`src/rtl/fir_pkg.sv`:
```
// Shared constants, coefficient table and state encoding for the 2x interpolating FIR.
package fir_pkg;

    localparam int unsigned DW    = 8;
    localparam int unsigned OW    = 16;
    localparam int unsigned CW    = 8;
    localparam int unsigned SHIFT = 7;
    localparam int unsigned NTAPS = 11;
    localparam int unsigned NPH0  = 6;
    localparam int unsigned NPH1  = 5;
    localparam int unsigned AW    = 20;
    localparam int unsigned KW    = 3;
    // One guard bit so the unity centre tap (+128 in Q1.7) is representable.
    localparam int unsigned HW    = CW + 1;
    localparam int unsigned PW    = DW + HW;

    typedef logic signed [HW-1:0] coeff_t;

    localparam coeff_t H [NTAPS] = '{
        coeff_t'(1),  coeff_t'(0),   coeff_t'(-9), coeff_t'(0), coeff_t'(72),
        coeff_t'(128),
        coeff_t'(72), coeff_t'(0),   coeff_t'(-9), coeff_t'(0), coeff_t'(1)
    };

    typedef enum logic [2:0] {
        IDLE,
        MAC_E,
        OUT_E,
        MAC_O,
        OUT_O
    } state_t;

    // Bounded coefficient lookup; out-of-range indices read as zero.
    function automatic coeff_t coef(input logic [3:0] idx);
        if (idx < 4'(NTAPS)) begin
            return H[idx];
        end
        return '0;
    endfunction

endpackage

```
`src/rtl/fir_mac.sv`:
```
// Registered signed multiply-accumulate with synchronous clear and enable.
module fir_mac
    import fir_pkg::*;
(
    input  logic                 clk,
    input  logic                 rst,
    input  logic                 i_clr,
    input  logic                 i_en,
    input  logic signed [DW-1:0] i_x,
    input  coeff_t               i_c,
    output logic signed [AW-1:0] o_acc_nxt_c
);

    logic signed [PW-1:0] w_prod;
    logic signed [AW-1:0] r_acc;

    assign w_prod      = PW'(i_x) * PW'(i_c);
    assign o_acc_nxt_c = r_acc + AW'(w_prod);

    always_ff @(posedge clk) begin
        if (rst) begin
            r_acc <= '0;
        end else if (i_clr) begin
            r_acc <= '0;
        end else if (i_en) begin
            r_acc <= o_acc_nxt_c;
        end
    end

endmodule

```
`src/rtl/fir_interp2.sv`:
```
// 2x polyphase interpolating FIR: one input in, even then odd output out, one shared MAC.
module fir_interp2
    import fir_pkg::*;
(
    input  logic          clk,
    input  logic          rst,
    input  logic [DW-1:0] x,
    input  logic          in_valid,
    output logic          in_ready,
    output logic [OW-1:0] y,
    output logic          out_valid,
    input  logic          out_ready
);

    state_t               r_state;
    state_t               w_state_nxt;
    logic [KW-1:0]        r_k;
    logic [KW-1:0]        w_k_nxt;
    logic                 w_accept;
    logic                 w_clr;
    logic                 w_en;
    logic                 w_load_y;
    logic signed [DW-1:0] r_d [NPH0];
    logic signed [DW-1:0] w_tap;
    coeff_t               w_coef;
    logic signed [AW-1:0] w_acc_nxt;
    logic signed [AW-1:0] w_acc_sh;
    logic                 r_in_ready;
    logic                 r_out_valid;
    logic [OW-1:0]        r_y;

    // Phase selects odd/even prototype tap: H[2k] or H[2k+1].
    assign w_coef   = coef({r_k, (r_state == MAC_O)});
    assign w_tap    = (r_k < KW'(NPH0)) ? r_d[r_k] : '0;
    assign w_acc_sh = w_acc_nxt >>> SHIFT;

    fir_mac u_mac (
        .clk         (clk),
        .rst         (rst),
        .i_clr       (w_clr),
        .i_en        (w_en),
        .i_x         (w_tap),
        .i_c         (w_coef),
        .o_acc_nxt_c (w_acc_nxt)
    );

    always_ff @(posedge clk) begin
        if (rst) begin
            r_state <= IDLE;
        end else begin
            r_state <= w_state_nxt;
        end
    end

    always_comb begin
        w_state_nxt = r_state;
        w_k_nxt     = r_k;
        w_accept    = 1'b0;
        w_clr       = 1'b0;
        w_en        = 1'b0;
        w_load_y    = 1'b0;
        case (r_state)
            IDLE: begin
                if (in_valid && r_in_ready) begin
                    w_accept    = 1'b1;
                    w_clr       = 1'b1;
                    w_k_nxt     = '0;
                    w_state_nxt = MAC_E;
                end
            end
            MAC_E: begin
                w_en = 1'b1;
                if (r_k == KW'(NPH0 - 1)) begin
                    w_k_nxt     = '0;
                    w_load_y    = 1'b1;
                    w_state_nxt = OUT_E;
                end else begin
                    w_k_nxt = r_k + KW'(1);
                end
            end
            OUT_E: begin
                if (out_ready) begin
                    w_clr       = 1'b1;
                    w_k_nxt     = '0;
                    w_state_nxt = MAC_O;
                end
            end
            MAC_O: begin
                w_en = 1'b1;
                if (r_k == KW'(NPH1 - 1)) begin
                    w_k_nxt     = '0;
                    w_load_y    = 1'b1;
                    w_state_nxt = OUT_O;
                end else begin
                    w_k_nxt = r_k + KW'(1);
                end
            end
            OUT_O: begin
                if (out_ready) begin
                    w_state_nxt = IDLE;
                end
            end
            default: w_state_nxt = IDLE;
        endcase
    end

    // y captures the final sum on the last MAC edge so it is valid as soon as OUT_* is entered.
    always_ff @(posedge clk) begin
        if (rst) begin
            for (int unsigned i = 0; i < NPH0; i++) begin
                r_d[i] <= '0;
            end
            r_k         <= '0;
            r_y         <= '0;
            r_in_ready  <= 1'b0;
            r_out_valid <= 1'b0;
        end else begin
            if (w_accept) begin
                r_d[0] <= x;
                for (int unsigned i = 1; i < NPH0; i++) begin
                    r_d[i] <= r_d[i-1];
                end
            end
            if (w_load_y) begin
                r_y <= OW'(w_acc_sh);
            end
            r_k         <= w_k_nxt;
            r_in_ready  <= (w_state_nxt == IDLE);
            r_out_valid <= (w_state_nxt == OUT_E) || (w_state_nxt == OUT_O);
        end
    end

    assign in_ready  = r_in_ready;
    assign out_valid = r_out_valid;
    assign y         = r_y;

endmodule
```
`config.mk`:
```
export PLATFORM = sky130hd
export DESIGN_NAME = fir_interp2
export DESIGN_NICKNAME = d
export VERILOG_FILES = /design/src/rtl/fir_pkg.sv /design/src/rtl/fir_mac.sv /design/src/rtl/fir_interp2.sv
export SDC_FILE = /design/constraint.sdc
export NUM_CORES = 1
export LEC_CHECK = 0
export BUFFER_PORTS_ARGS = -buffer_cell sky130_fd_sc_hd__buf_2
export CORE_ASPECT_RATIO = 0.7
export CORE_MARGIN = 2
export CORE_UTILIZATION = 59
export DETAILED_ROUTE_END_ITERATION = 8
export PLACE_DENSITY_LB_ADDON = 0.05
export SLEW_MARGIN = 10
export SYNTH_ARGS = -nofsm -noshare
export SYNTH_HDL_FRONTEND = slang
export SYNTH_HIERARCHICAL = 1
export SYNTH_SLANG_ARGS = --single-unit
```
`constraint.sdc`:
```
create_clock -name clk -period 8.6 [get_ports clk]
set_input_delay 0.43 -clock clk [delete_from_list [all_inputs] [get_ports clk]]
set_output_delay 0.43 -clock clk [all_outputs]
set_load 0.01 [all_outputs]
```
==> flow_metrics.env <==
export IMPL_fill_cells=1097
export IMPL_grt_max_degree=49
export IMPL_max_slew_margin_rel_pct=22.24
export IMPL_rsz0062_at_grt="no"
export IMPL_ys_seq_elements=92
export IMPL_final_nets=900
export IMPL_met3_usage_pct=3.674
export IMPL_synth_compound_area_share_pct=8.501
export IMPL_fin_crit_sh_pct=82.03
export IMPL_dr_total_vias=5165
export IMPL_clk_pin_slew_ps=80
export IMPL_synth_edf_count=48
export IMPL_leakagePower_nw=3.792
export IMPL_worstSetupPathDepth=19
export IMPL_worst_r2r_path_depth=19
export IMPL_port_buffers=29
export IMPL_wl_mm=15.98
export IMPL_path_delay_family="adder cells"
export IMPL_critPathArrivalTime_ps=7330
export IMPL_dieArea_mm2=0.01420
export IMPL_critical_path_cell_chain="buf_4 -> mux4_2 -> nor2_1 -> a211oi_1 -> and2_1 -> inv_1 -> fa_1 -> inv_1 -> fa_1 -> fa_1 -> fa_1 -> ha_1 -> ha_1 -> a21oi_1 -> o21ai_2 -> o21ai_2 -> o21ai_2 -> or4_4 -> o211ai_2"
export IMPL_globalRoute_totalOverflow=0
export IMPL_postCtsHoldBufs=0
export IMPL_async_flop_share_pct=0
export IMPL_dr_pass1_iters=4
export IMPL_crit_fanout=12
export IMPL_cts_max_level=3
export IMPL_clockBufferDepth=2
export IMPL_drive_gt1_share_pct=11.29
export IMPL_synth_largest_area_cell="fa_1"
export IMPL_viasPerCell=5.620
export IMPL_post_cts_buffers=0
export IMPL_syn_area_per_cell_um2=10.69
export IMPL_ant_nets=0
export IMPL_core_area_mm2=0.01305
export IMPL_min_period_ps=7055
export IMPL_grt_antenna_before_repair=0
export IMPL_synth_common_cells="96 x inv_1, 91 x fa_1, 86 x and2_1, 49 x ha_1, 48 x edfxtp_1"
export IMPL_synth_mux_area_share_pct=5.492
export IMPL_hold_class="in -> reg"
export IMPL_area_growth_synth_to_final_pct=6.740
export IMPL_synth_area_leaders="fa_1 23%, edfxtp_1 18%, dfxtp_1 11%"
export IMPL_dp_hpwl_mm=12.34
export IMPL_start_kind="flip-flop"
export IMPL_setup_violations=0
export IMPL_worstMarginPinSlew_ps=1159
export IMPL_cp_slowest_cell="a211oi_1"
export IMPL_synthAdderAreaFrac_pct=31.16
export IMPL_grtUsageTotal_pct=24.70
export IMPL_grt_pass1_vias=5355
export IMPL_yosys_area_top_type_share_pct=23.31
export IMPL_status="finished clean"
export IMPL_hold_viol_final=0
export IMPL_die_w_um=141.6
export IMPL_cts_sinks=92
export IMPL_grt_first_pass_wirelength_mm=27.39
export IMPL_synth_cells=731
export IMPL_start_util_pct=59.88
export IMPL_path_class="reg -> reg"
export IMPL_numCtsBuffers=9
export IMPL_die_y_um=100.3
export IMPL_busiest_layer="met1"
export IMPL_first_iter_violations=332
export IMPL_tritoncts="yes"
export IMPL_rows=35
export IMPL_finalSetupTns_ps=0
export IMPL_synth_warnings=6
export IMPL_cp_buffers_inverters=3
export IMPL_post_route_util_pct=63.92
export IMPL_fmaxAchievable_ghz=0.1418
export IMPL_cts_root_buf="clkbuf_16"
export IMPL_yosys_area_share_simple_pct=15.27
export IMPL_drc=0
export IMPL_synthDistinctLibCells=66
export IMPL_wl_per_cell_um=17.39
export IMPL_ir_worst_vdd_v=0.0001186
export IMPL_syn_nets=883
export IMPL_synth_xor_area_share_pct=2.578
export IMPL_path_common_cell="fa_1"
export IMPL_whs_path_depth=2
export IMPL_ys_seq_area_share_pct=29.72
export IMPL_max_cap_violations=0
export IMPL_synthFlopType="edfxtp_1"
export IMPL_worstPathRequired_ps=8880
export IMPL_place_congestion=0.8787
export IMPL_use_met1_pct=39.09
export IMPL_skew_ps=9.570
export IMPL_critPathMaxStageDelay_ps=860
export IMPL_synth_top_family_by_area="adder cells"
export IMPL_clock_latency_ps=350
export IMPL_yosysMostFrequentCell="inv_1"
export IMPL_synth_area_mm2=0.007815
export IMPL_cts_resized_gates=0
export IMPL_endpoint_kind="flip-flop"
export IMPL_ios=30
export IMPL_final_max_slew_viol_count=0
export IMPL_use_met2_pct=36.82
export IMPL_diodes=0
export IMPL_power_density_mw_per_mm2=185.8
cell families after synthesis:
group / after synthesis
multiplexers: 32
AND/OR/NAND/NOR: 220
flip-flops: 92
AO/OA/AOI/OAI: 95
XOR/XNOR: 23
buffers and inverters: 129
adder cells (fa/ha/maj): 140
path summary, 6_finish.rpt:
path                  start         endpoint  slack [ps]
hold / removal         x[0]        r_d[0][0]         350
setup reg to reg  flip-flop  u_mac/r_acc[19]        1550
hold reg to reg        y[7]             y[7]         480
setup / recovery  flip-flop  u_mac/r_acc[19]        1550
sequential cells by signal, summed over array words and instances, names as in the netlist, named ones only:
signal and count:
r_d 48, out_valid 1, u_mac/r_acc 20, y 13
in_ready 1, r_k 3, r_state 3
layer usage:
layer | up-vias | part of all wire, %
met5 | - | 0
met4 | 0 | 0.61
met3 | 12 | 5.2
met2 | 140 | 43
met1 | 2557 | 51
li1 | 2456 | -
per-stage QoR:
step,instance area [um2],worst slack (ps),total power [mW],hold slack [ps],std cells
after global placement,8038,1814,1.131,461.3,903
final,8342,1545,1.550,353.0,919
after floorplan,7815,1550,1.004,460.4,731
after CTS,8342,1547,1.561,339.1,919
after detailed placement,8038,1521,1.150,466.1,903
after global routing,8342,1095,1.658,361.1,919
final cells by class:
class	instances	area, um2	share of cell area [%]
timing repair buffer	38	212.7	2.550
tap	166	207.7	2.490
multi-input combinational	510	4931	59.11
inverter	97	364.1	4.365
sequential	92	2322	27.84
clock inverter	7	78.83	0.9450
clock buffer	9	225.2	2.700
report_power, final:
| part | internal (mW) | total [mW] | switching [mW] |
|---|---|---|---|
| combinational | 0.258 | 0.637 | 0.379 |
| clock | 0.206 | 0.401 | 0.195 |
| sequential | 0.491 | 0.512 | 0.0205 |
| total | 0.956 | 1.55 | 0.594 |
placed cells by master, fill, tap and decap left out, types with 21 or more instances in the layout:
cell	Yosys	layout
nor2_1	43	43
buf_2	7	29
dfxtp_1	44	44
ha_1	49	49
nand3_1	21	21
fa_1	91	91
nand2_1	33	33
and2_1	86	86
edfxtp_1	48	48
inv_1	96	96
mux2i_1	22	22
a21oi_1	26	26
(Power assumes the default switching activity.)
